**src/rtl/processor_hazard_unit.sv**
```systemverilog
// Load-use / taken-branch hazard detector driving PC, IF/ID and ID/EX controls.
// Optional perf counters (stall_count, flush_count) when HAZARD_PERF_CNT_EN is defined.
module processor_hazard_unit #(
    parameter int LOAD_STALL_CYCLES   = 1,
    parameter int BRANCH_FLUSH_CYCLES = 1
) (
    input  logic        clk,
    input  logic        reset,
    input  logic [31:0] ID_instruction,
    input  logic        Reg2Loc,
    input  logic [4:0]  EX_Rd,
    input  logic        EX_MemRead,
    input  logic        EX_MemWrite,
    input  logic        EX_RegWrite,
    input  logic        branch_taken,
    output logic        pc_write_en,
    output logic        ifid_write_en,
    output logic        idex_bubble,
    output logic        ifid_flush,
    output logic [1:0]  hazard_state
`ifdef HAZARD_PERF_CNT_EN
    ,
    output logic [31:0] stall_count,
    output logic [31:0] flush_count
`endif
);

    typedef enum logic [1:0] {
        RUN   = 2'b00,
        STALL = 2'b01,
        FLUSH = 2'b10
    } state_t;

    localparam logic [2:0] LS_RELOAD = 3'(LOAD_STALL_CYCLES - 1);
    localparam logic [2:0] BF_RELOAD = 3'(BRANCH_FLUSH_CYCLES - 1);

    state_t     state_q, state_d;
    logic [2:0] cnt_q, cnt_d;

    logic [4:0] rn, rm, rd, src2;
    logic       ex_is_load, load_use;
    logic       stall, flush;

    wire unused_bits = ^{ID_instruction[31:21], ID_instruction[15:10]};

    assign rn   = ID_instruction[9:5];
    assign rm   = ID_instruction[20:16];
    assign rd   = ID_instruction[4:0];
    assign src2 = Reg2Loc ? rm : rd;

    assign ex_is_load = EX_MemRead & EX_RegWrite & ~EX_MemWrite;
    assign load_use   = ex_is_load & (EX_Rd != 5'd31)
                      & ((EX_Rd == rn) | (EX_Rd == src2));

    always_ff @(posedge clk) begin
        if (reset) begin
            state_q <= RUN;
            cnt_q   <= 3'd0;
        end else begin
            state_q <= state_d;
            cnt_q   <= cnt_d;
        end
    end

    always_comb begin
        state_d = state_q;
        cnt_d   = cnt_q;
        unique case (state_q)
            RUN: begin
                if (branch_taken) begin
                    if (BF_RELOAD != 3'd0) begin
                        state_d = FLUSH;
                        cnt_d   = BF_RELOAD;
                    end
                end else if (load_use && LS_RELOAD != 3'd0) begin
                    state_d = STALL;
                    cnt_d   = LS_RELOAD;
                end
            end
            STALL, FLUSH: begin
                // A taken branch discards the (younger) stalled instruction.
                if (branch_taken) begin
                    state_d = (BF_RELOAD != 3'd0) ? FLUSH : RUN;
                    cnt_d   = BF_RELOAD;
                end else begin
                    cnt_d = cnt_q - 3'd1;
                    if (cnt_q == 3'd1)
                        state_d = RUN;
                end
            end
            default: begin
                state_d = RUN;
                cnt_d   = 3'd0;
            end
        endcase
    end

    always_comb begin
        stall = ~reset & (((state_q == RUN) & load_use & ~branch_taken)
                          | (state_q == STALL));
        flush = ~reset & (branch_taken | (state_q == FLUSH));
    end

    assign pc_write_en   = flush | ~stall;
    assign ifid_write_en = flush | ~stall;
    assign idex_bubble   = stall | flush;
    assign ifid_flush    = flush;
    assign hazard_state  = reset ? 2'b00 : state_q;

`ifdef HAZARD_PERF_CNT_EN
    always_ff @(posedge clk) begin
        if (reset) begin
            stall_count <= 32'd0;
            flush_count <= 32'd0;
        end else begin
            if (stall && stall_count != 32'hFFFF_FFFF)
                stall_count <= stall_count + 32'd1;
            if (flush && flush_count != 32'hFFFF_FFFF)
                flush_count <= flush_count + 32'd1;
        end
    end
`endif

endmodule

```
**config.mk**
```make
export PLATFORM = sky130hd
export DESIGN_NAME = processor_hazard_unit
export DESIGN_NICKNAME = d
export VERILOG_FILES = /design/src/rtl/processor_hazard_unit.sv
export SDC_FILE = /design/constraint.sdc
export NUM_CORES = 1
export LEC_CHECK = 0
export ABC_AREA = 1
export CAP_MARGIN = 20
export CORE_MARGIN = 10
export CORE_UTILIZATION = 27
export DETAILED_ROUTE_END_ITERATION = 10
export PLACE_DENSITY = 0.89
export SLEW_MARGIN = 20
export SYNTH_ARGS = -nofsm -noshare
export SYNTH_HDL_FRONTEND = slang
export SYNTH_SLANG_ARGS = --single-unit
```
**constraint.sdc**
```tcl
create_clock -name clk -period 4 [get_ports clk]
set_clock_uncertainty 0.1 [all_clocks]
set_input_delay 1.2 -clock clk [delete_from_list [all_inputs] [get_ports clk]]
set_output_delay 1.2 -clock clk [all_outputs]
set_load 0.01 [all_outputs]
```
==> flow_metrics.env <==
export IMPL_gp_congestion=0.7608
export IMPL_synth_cells_most_frequent="30 x nand2_1, 13 x inv_1, 8 x nand3_1"
export IMPL_yosysMostFrequentCell="nand2_1"
export IMPL_slew_violations=0
export IMPL_dp_cells=116
export IMPL_cp_start_kind="input port"
export IMPL_antenna_found_initial=0
export IMPL_ir_drop_mv=0.03767
export IMPL_ys_seq_area_frac=0
export IMPL_critPathArrivalTime_ns=2.56
export IMPL_synthToLayoutAreaGrowth_pct=84.15
export IMPL_grt_use_total=0.07207
export IMPL_start_util=0.2801
export IMPL_min_path_type="in -> out"
export IMPL_wl_microns=1277
export IMPL_dieHeight_microns=56.28
export IMPL_nClkBuffers=0
export IMPL_p_leak_nw=0.3398
export IMPL_fillers=136
export IMPL_core_area_sq_um=1269
export IMPL_synth_area_sq_um=355.3
export IMPL_nFlopsAndLatches=0
export IMPL_rows=13
export IMPL_final_util=0.5158
export IMPL_postSynthAreaPerCell_sq_um=4.935
export IMPL_finalNonFillerCells=116
export IMPL_fin_crit_sh=0.9647
export IMPL_grt_first_pass_wirelength_microns=2014
export IMPL_dp_hpwl_microns=1155
export IMPL_die_x_microns=56.28
export IMPL_critPathRequiredTime_ns=2.70
export IMPL_cts_hold_buf=0
export IMPL_ios=50
export IMPL_grt_pass1_vias=511
export IMPL_hold_ws_ns=2.945
export IMPL_wire_per_inst_microns=11.01
export IMPL_grt_overflow=0
export IMPL_netlist_area_leader_share=0.3169
export IMPL_drt_iter0_drc=8
export IMPL_die_area_sq_um=3167
export IMPL_status="finished, final reports clean"
export IMPL_power_density_nw_per_um2=91.62
export IMPL_port_buffers=30
export IMPL_max_freq_mhz=259.2
export IMPL_drc=0
export IMPL_regArea_sq_um=0
export IMPL_via_per_inst=4.388
export IMPL_grt_max_degree=10
export IMPL_first_pass_iters=2
export IMPL_nets=147
export IMPL_critical_path_class="in -> out"
export IMPL_cp_max_fo=9
export IMPL_yosysTopAreaCell="nand2_1"
export IMPL_ant_nets=0
export IMPL_rsz0062_at_grt="yes"
export IMPL_hold_viol=0
export IMPL_drive_above_1_share=0.09901
export IMPL_yosys_warnings=0
export IMPL_cts_setup_buffers=0
export IMPL_cap_violations=0
export IMPL_setup_viol=0
export IMPL_dr_total_vias=509
export IMPL_yosysUniqueCellTypes=17
export IMPL_cp_end_kind="output pin"
export IMPL_total_power_uw=59.96
export IMPL_synthCells=72
export IMPL_min_period_ns=3.859
export IMPL_num_antenna_cells=0
export IMPL_synthTopCellsByArea="nand2_1 32%, inv_1 14%, nand3_1 11%, xnor2_1 7.4%, buf_4 6.3%"
layout by cell type, fill, tap and decap left out, drive strengths merged:
cell           count
inv               14
nor4               1
clkdlybuf4s50     26
nand3b             3
nor2               1
nor3               1
nand2             32
nand4              1
a21oi              1
or2                1
xnor2              3
clkbuf             3
conb               2
buf                2
nand3              8
o21ai              1
dlymetal6s2s       1
report_power, final:
group	internal (mW)	switching, mW	leakage [nW]
Combinational	0.0360	0.0240	0.340
Sequential	0	0	0
Clock	0	0	0
Total	0.0360	0.0240	0.340
routing by layer:
layer	vias up	track usage	wire length (microns)
li1	273	-	-
met1	221	0.07028	536
met2	15	0.1601	706
met3	0	0.006742	33
met4	0	0	0
met5	-	0	0
layout make-up:
cell class	instances	area, sq um	share of cell area
well taps	15	18.77	0.02868
multi-input cells	55	269.0	0.4111
repair buffers	32	306.5	0.4685
inverters	14	60.06	0.09178
per-stage QoR:
step | instance area [sq um] | TNS [ns] | worst slack, ns
2_1_floorplan | 359.1 | 0 | 0.7001
3_3_place_gp | 659.4 | -0.5615 | -0.2506
3_5_place_dp | 659.4 | -0.6637 | -0.2915
4_1_cts | 656.9 | 0 | 0.01145
5_1_grt | 654.4 | -0.006466 | -0.006466
6_report | 654.4 | 0 | 0.1414
path summary, 6_finish.rpt:
path	from	end	slack, ns	cells after the start
setup / recovery	Reg2Loc	idex_bubble	0.14	11
hold / removal	EX_Rd[1]	pc_write_en	2.95	7
worst max-delay path, stage by stage:
cell             delay (ns)
clkdlybuf4s50_1        0.47
buf_6                  0.15
inv_8                  0.05
nand2_2                0.05
nand3b_1               0.07
nand2_1                0.07
nand3_1                0.06
o21ai_1                0.11
nand2_1                0.09
nand2_1                0.09
clkbuf_2               0.14
cells by family (layout without fill, tap and decap cells):
family / count (synthesis) / in the layout / synth area share
XOR/XNOR: 3 / 3 / 0.07396
AND/OR/NAND/NOR: 48 / 48 / 0.6232
AO/OA/AOI/OAI: 2 / 2 / 0.02814
buffers and inverters: 18 / 46 / 0.2641
other: 1 / 2 / 0.01055
repair_timing:
action / in CTS / in global routing
resized for setup: 4 / 8
hold endpoints to repair: 0 / 0
pin swaps: 0 / 0
endpoints found under the setup margin: 3 / 3
cloned: 0 / 0
No activity file was read; power rests on OpenSTA's default activity.
==> variant 1 (same flow settings) <==
Register the outputs `pc_write_en`, `ifid_write_en`, `idex_bubble`, `ifid_flush` and `hazard_state`, with the module's reset; this adds one clock of latency there.
--- a/src/rtl/processor_hazard_unit.sv
+++ b/src/rtl/processor_hazard_unit.sv
@@ -101,11 +101,21 @@
         flush = ~reset & (branch_taken | (state_q == FLUSH));
     end
 
-    assign pc_write_en   = flush | ~stall;
-    assign ifid_write_en = flush | ~stall;
-    assign idex_bubble   = stall | flush;
-    assign ifid_flush    = flush;
-    assign hazard_state  = reset ? 2'b00 : state_q;
+    always_ff @(posedge clk) begin
+        if (reset) begin
+            pc_write_en   <= '0;
+            ifid_write_en <= '0;
+            idex_bubble   <= '0;
+            ifid_flush    <= '0;
+            hazard_state  <= '0;
+        end else begin
+            pc_write_en   <= flush | ~stall;
+            ifid_write_en <= flush | ~stall;
+            idex_bubble   <= stall | flush;
+            ifid_flush    <= flush;
+            hazard_state  <= reset ? 2'b00 : state_q;
+        end
+    end
 
 `ifdef HAZARD_PERF_CNT_EN
     always_ff @(posedge clk) begin
Check against the original RTL: not equivalent (Yosys sat finds a counterexample within 4 cycles, from zero or initial values and one cycle with reset high).
==> variant 1 against the unedited design <==
  * Power rose by 150%
  * Critical path depth is 3 lower
  * Synthesized area is 19% higher
  * Wire length grew 6.7%
  * Non-clock buffer count is 2 lower
  * Count of clock-buffer cells in the layout rose by 4
  * Setup slack improved by 1300 ps
  * Final area increased by 13%
  * Sequential cell count up 3
  * Critical path type is now in -> reg
  * Highest routed layer unchanged
==> variant 1: results <==
[run_status]
status = completed

[final_layout]
drive_gt1_frac = 0.0727
regArea_um2 = 60.1
area_growth_pct = 74.6
n_all_buffers = 30
buffer_area_frac = 0.405
multi_input_area_um2 = 263
n_clock_buffer = 4
nMultiInputCombCells = 56
num-fill-cells = 150

[worst_hold_path]
hold_class = in -> reg

[placement]
gp_congestion = 0.792
preCtsSetupSlack_ps = 1210
dp_hpwl_um = 1220
placed_area_um2 = 714
dp_cells = 122

[power]
pg_comb_mw = 0.0622
p_int_mw = 0.106
p_per_area_nw_per_um2 = 200
ir_drop_mv = 0.0597
p_total_mw = 0.148
leakage_nw = 0.381

[synthesis]
synthTopCellsByArea = nand2_1 (27%), dfxtp_1 (14%), inv_1 (14%)
netlist_instances = 79
synth_common_cells = nand2_1 (31), inv_1 (16), nand3_1 (9)
ys_seq_area_frac = 0.142

[detailed_routing]
dr.pass1.iters = 4
routedWlPerCell_um = 10.8
drt_wl_total_um = 1360

[clock_tree]
post_cts_resized = 0

[global_route]
track_usage = 0.0740
grt_pass1_wl_um = 2120
## variant 1: kinds of logic after synthesis
| kind of cell | count (synthesis) | share of synthesized area |
|---|---|---|
| and+or+nand+nor | 47 | 0.481 |
| buffers and inverters | 21 | 0.248 |
| AOI/OAI and AO/OA | 4 | 0.0590 |
| xor gates and xnor gates | 3 | 0.0620 |
| DFF | 3 | 0.142 |
| other | 1 | 0.00884 |
## variant 1: routing by layer
layer  vias up  wire (um)  global-route usage
met5         -          0                   0
met2        29        637               0.126
met4         0          0              0.0288
met1       217        554              0.0742
met3         0        172              0.0386
li1        296          -                   -
## variant 1: final timing paths
check	from	to	slack (ps)	cells after the start
hold / removal	branch_taken	ifid_flush	1440	3
setup / recovery	Reg2Loc	ifid_write_en	1460	8
## variant 1: worst max-delay path: stages
cell	delay, ps
clkdlybuf4s50_1	740
nand2_1	130
nand2_1	90
nand2_1	50
nand2_1	50
nand2_1	60
o21ai_2	150
a21oi_1	80
==> variant 2 (same settings) <==
Made on the original files. The option `HAZARD_PERF_CNT_EN` is turned on by a define.
--- a/src/rtl/processor_hazard_unit.sv
+++ b/src/rtl/processor_hazard_unit.sv
@@ -1,5 +1,7 @@
 // Load-use / taken-branch hazard detector driving PC, IF/ID and ID/EX controls.
 // Optional perf counters (stall_count, flush_count) when HAZARD_PERF_CNT_EN is defined.
+`define HAZARD_PERF_CNT_EN
+
 module processor_hazard_unit #(
     parameter int LOAD_STALL_CYCLES   = 1,
     parameter int BRANCH_FLUSH_CYCLES = 1
Function (old outputs only; new: flush_count and stall_count): kept (Yosys induction, for registers that start in step).
==> variant 2 against the unedited design <==
  * Final area rose to 9.2 times the old value
  * Setup slack better by 20 ps
  * Hold slack worse by 2600 ps
  * Final cell count rose to 9.2 times the old value
  * Synthesized area rose to 13 times the old value
  * Power rose to 27 times the old value
  * Global-route usage up 5.3 points
  * Sequential cell count up 64
  * Wire length rose to 11 times the old value
==> variant 2: results <==
[synthesis]
synth.distinct_cells = 32
synth_compound_area_frac = 0.0721
ys_seq_area_frac = 0.285
synthTopCellsByArea = dfxtp_1 (29%), nand2_1 (21%), nor2_1 (8.9%)
synth_fa_ha_area_frac = 0.00557

[detailed_routing]
top_layer = met4
drt_iter0_drc = 509
dr.pass1.iters = 5
wl_met1_um = 6150
dr_wl_met2_um = 6670
vias_per_cell = 4.74
drt_wl_total_um = 14000

[final_layout]
seqAreaFraction = 0.214
nMultiInputCombCells = 575
num-fill-cells = 1778
final_nets = 893
layout.non_clock_inverters = 88
n_clock_buffer = 13
drive_gt1_frac = 0.0669
buffer_area_frac = 0.177
n_all_buffers = 109

[global_route]
grt_max_degree = 43
track_usage = 0.125
grt_util_met1 = 0.154
met3_usage = 0.0273
grt_pass1_wl_um = 23300
grt_pass1_vias = 4848
grtUsageMet2 = 0.206

[placement]
portBuffers = 94
preCtsSetupSlack_ps = -585
gp_congestion = 0.912

[run_status]
status = completed

[worst_hold_path]
min_from = flush_count[31]
hold_class = reg -> reg

[critical_path]
cp-endpoint = ifid_write_en
worst-endpoint-arrival_ps = 2540
startpoint = ID_instruction[20]

[power]
switching_share = 0.219
ir_drop_mv = 0.196
leakage_nw = 2.21

[sta]
whs_ps = 388
variant 2: cell types whose count changed after synthesis, moves of 12 or more:
cell / before / now
nand4_1: 1 / 38
nand3_1: 8 / 36
dfxtp_1: 0 / 64
a21oi_1: 1 / 43
nand2_1: 30 / 253
inv_1: 13 / 83
xor2_1: 0 / 21
o21ai_0: 0 / 12
nor2_1: 1 / 106
nor3_1: 1 / 23
variant 2: power by group through the flow:
stage	clock [mW]	combinational [mW]	sequential (mW)
2_1_floorplan	0	0.0619	0.655
3_3_place_gp	0	0.109	0.655
3_5_place_dp	0	0.111	0.655
4_1_cts	0.863	0.113	0.641
5_1_grt	0.886	0.126	0.641
6_report	0.846	0.113	0.641
variant 2: per-stage QoR:
stage               setup TNS (ps)   util  power [mW]  instances
floorplan                        0      -       0.717        756
global placement             -1700  0.343       0.764       1055
detailed placement           -1780  0.343       0.766       1055
CTS                          -30.8  0.364        1.62       1072
global route                     0  0.364        1.65       1072
finish                           0  0.364        1.60       1072
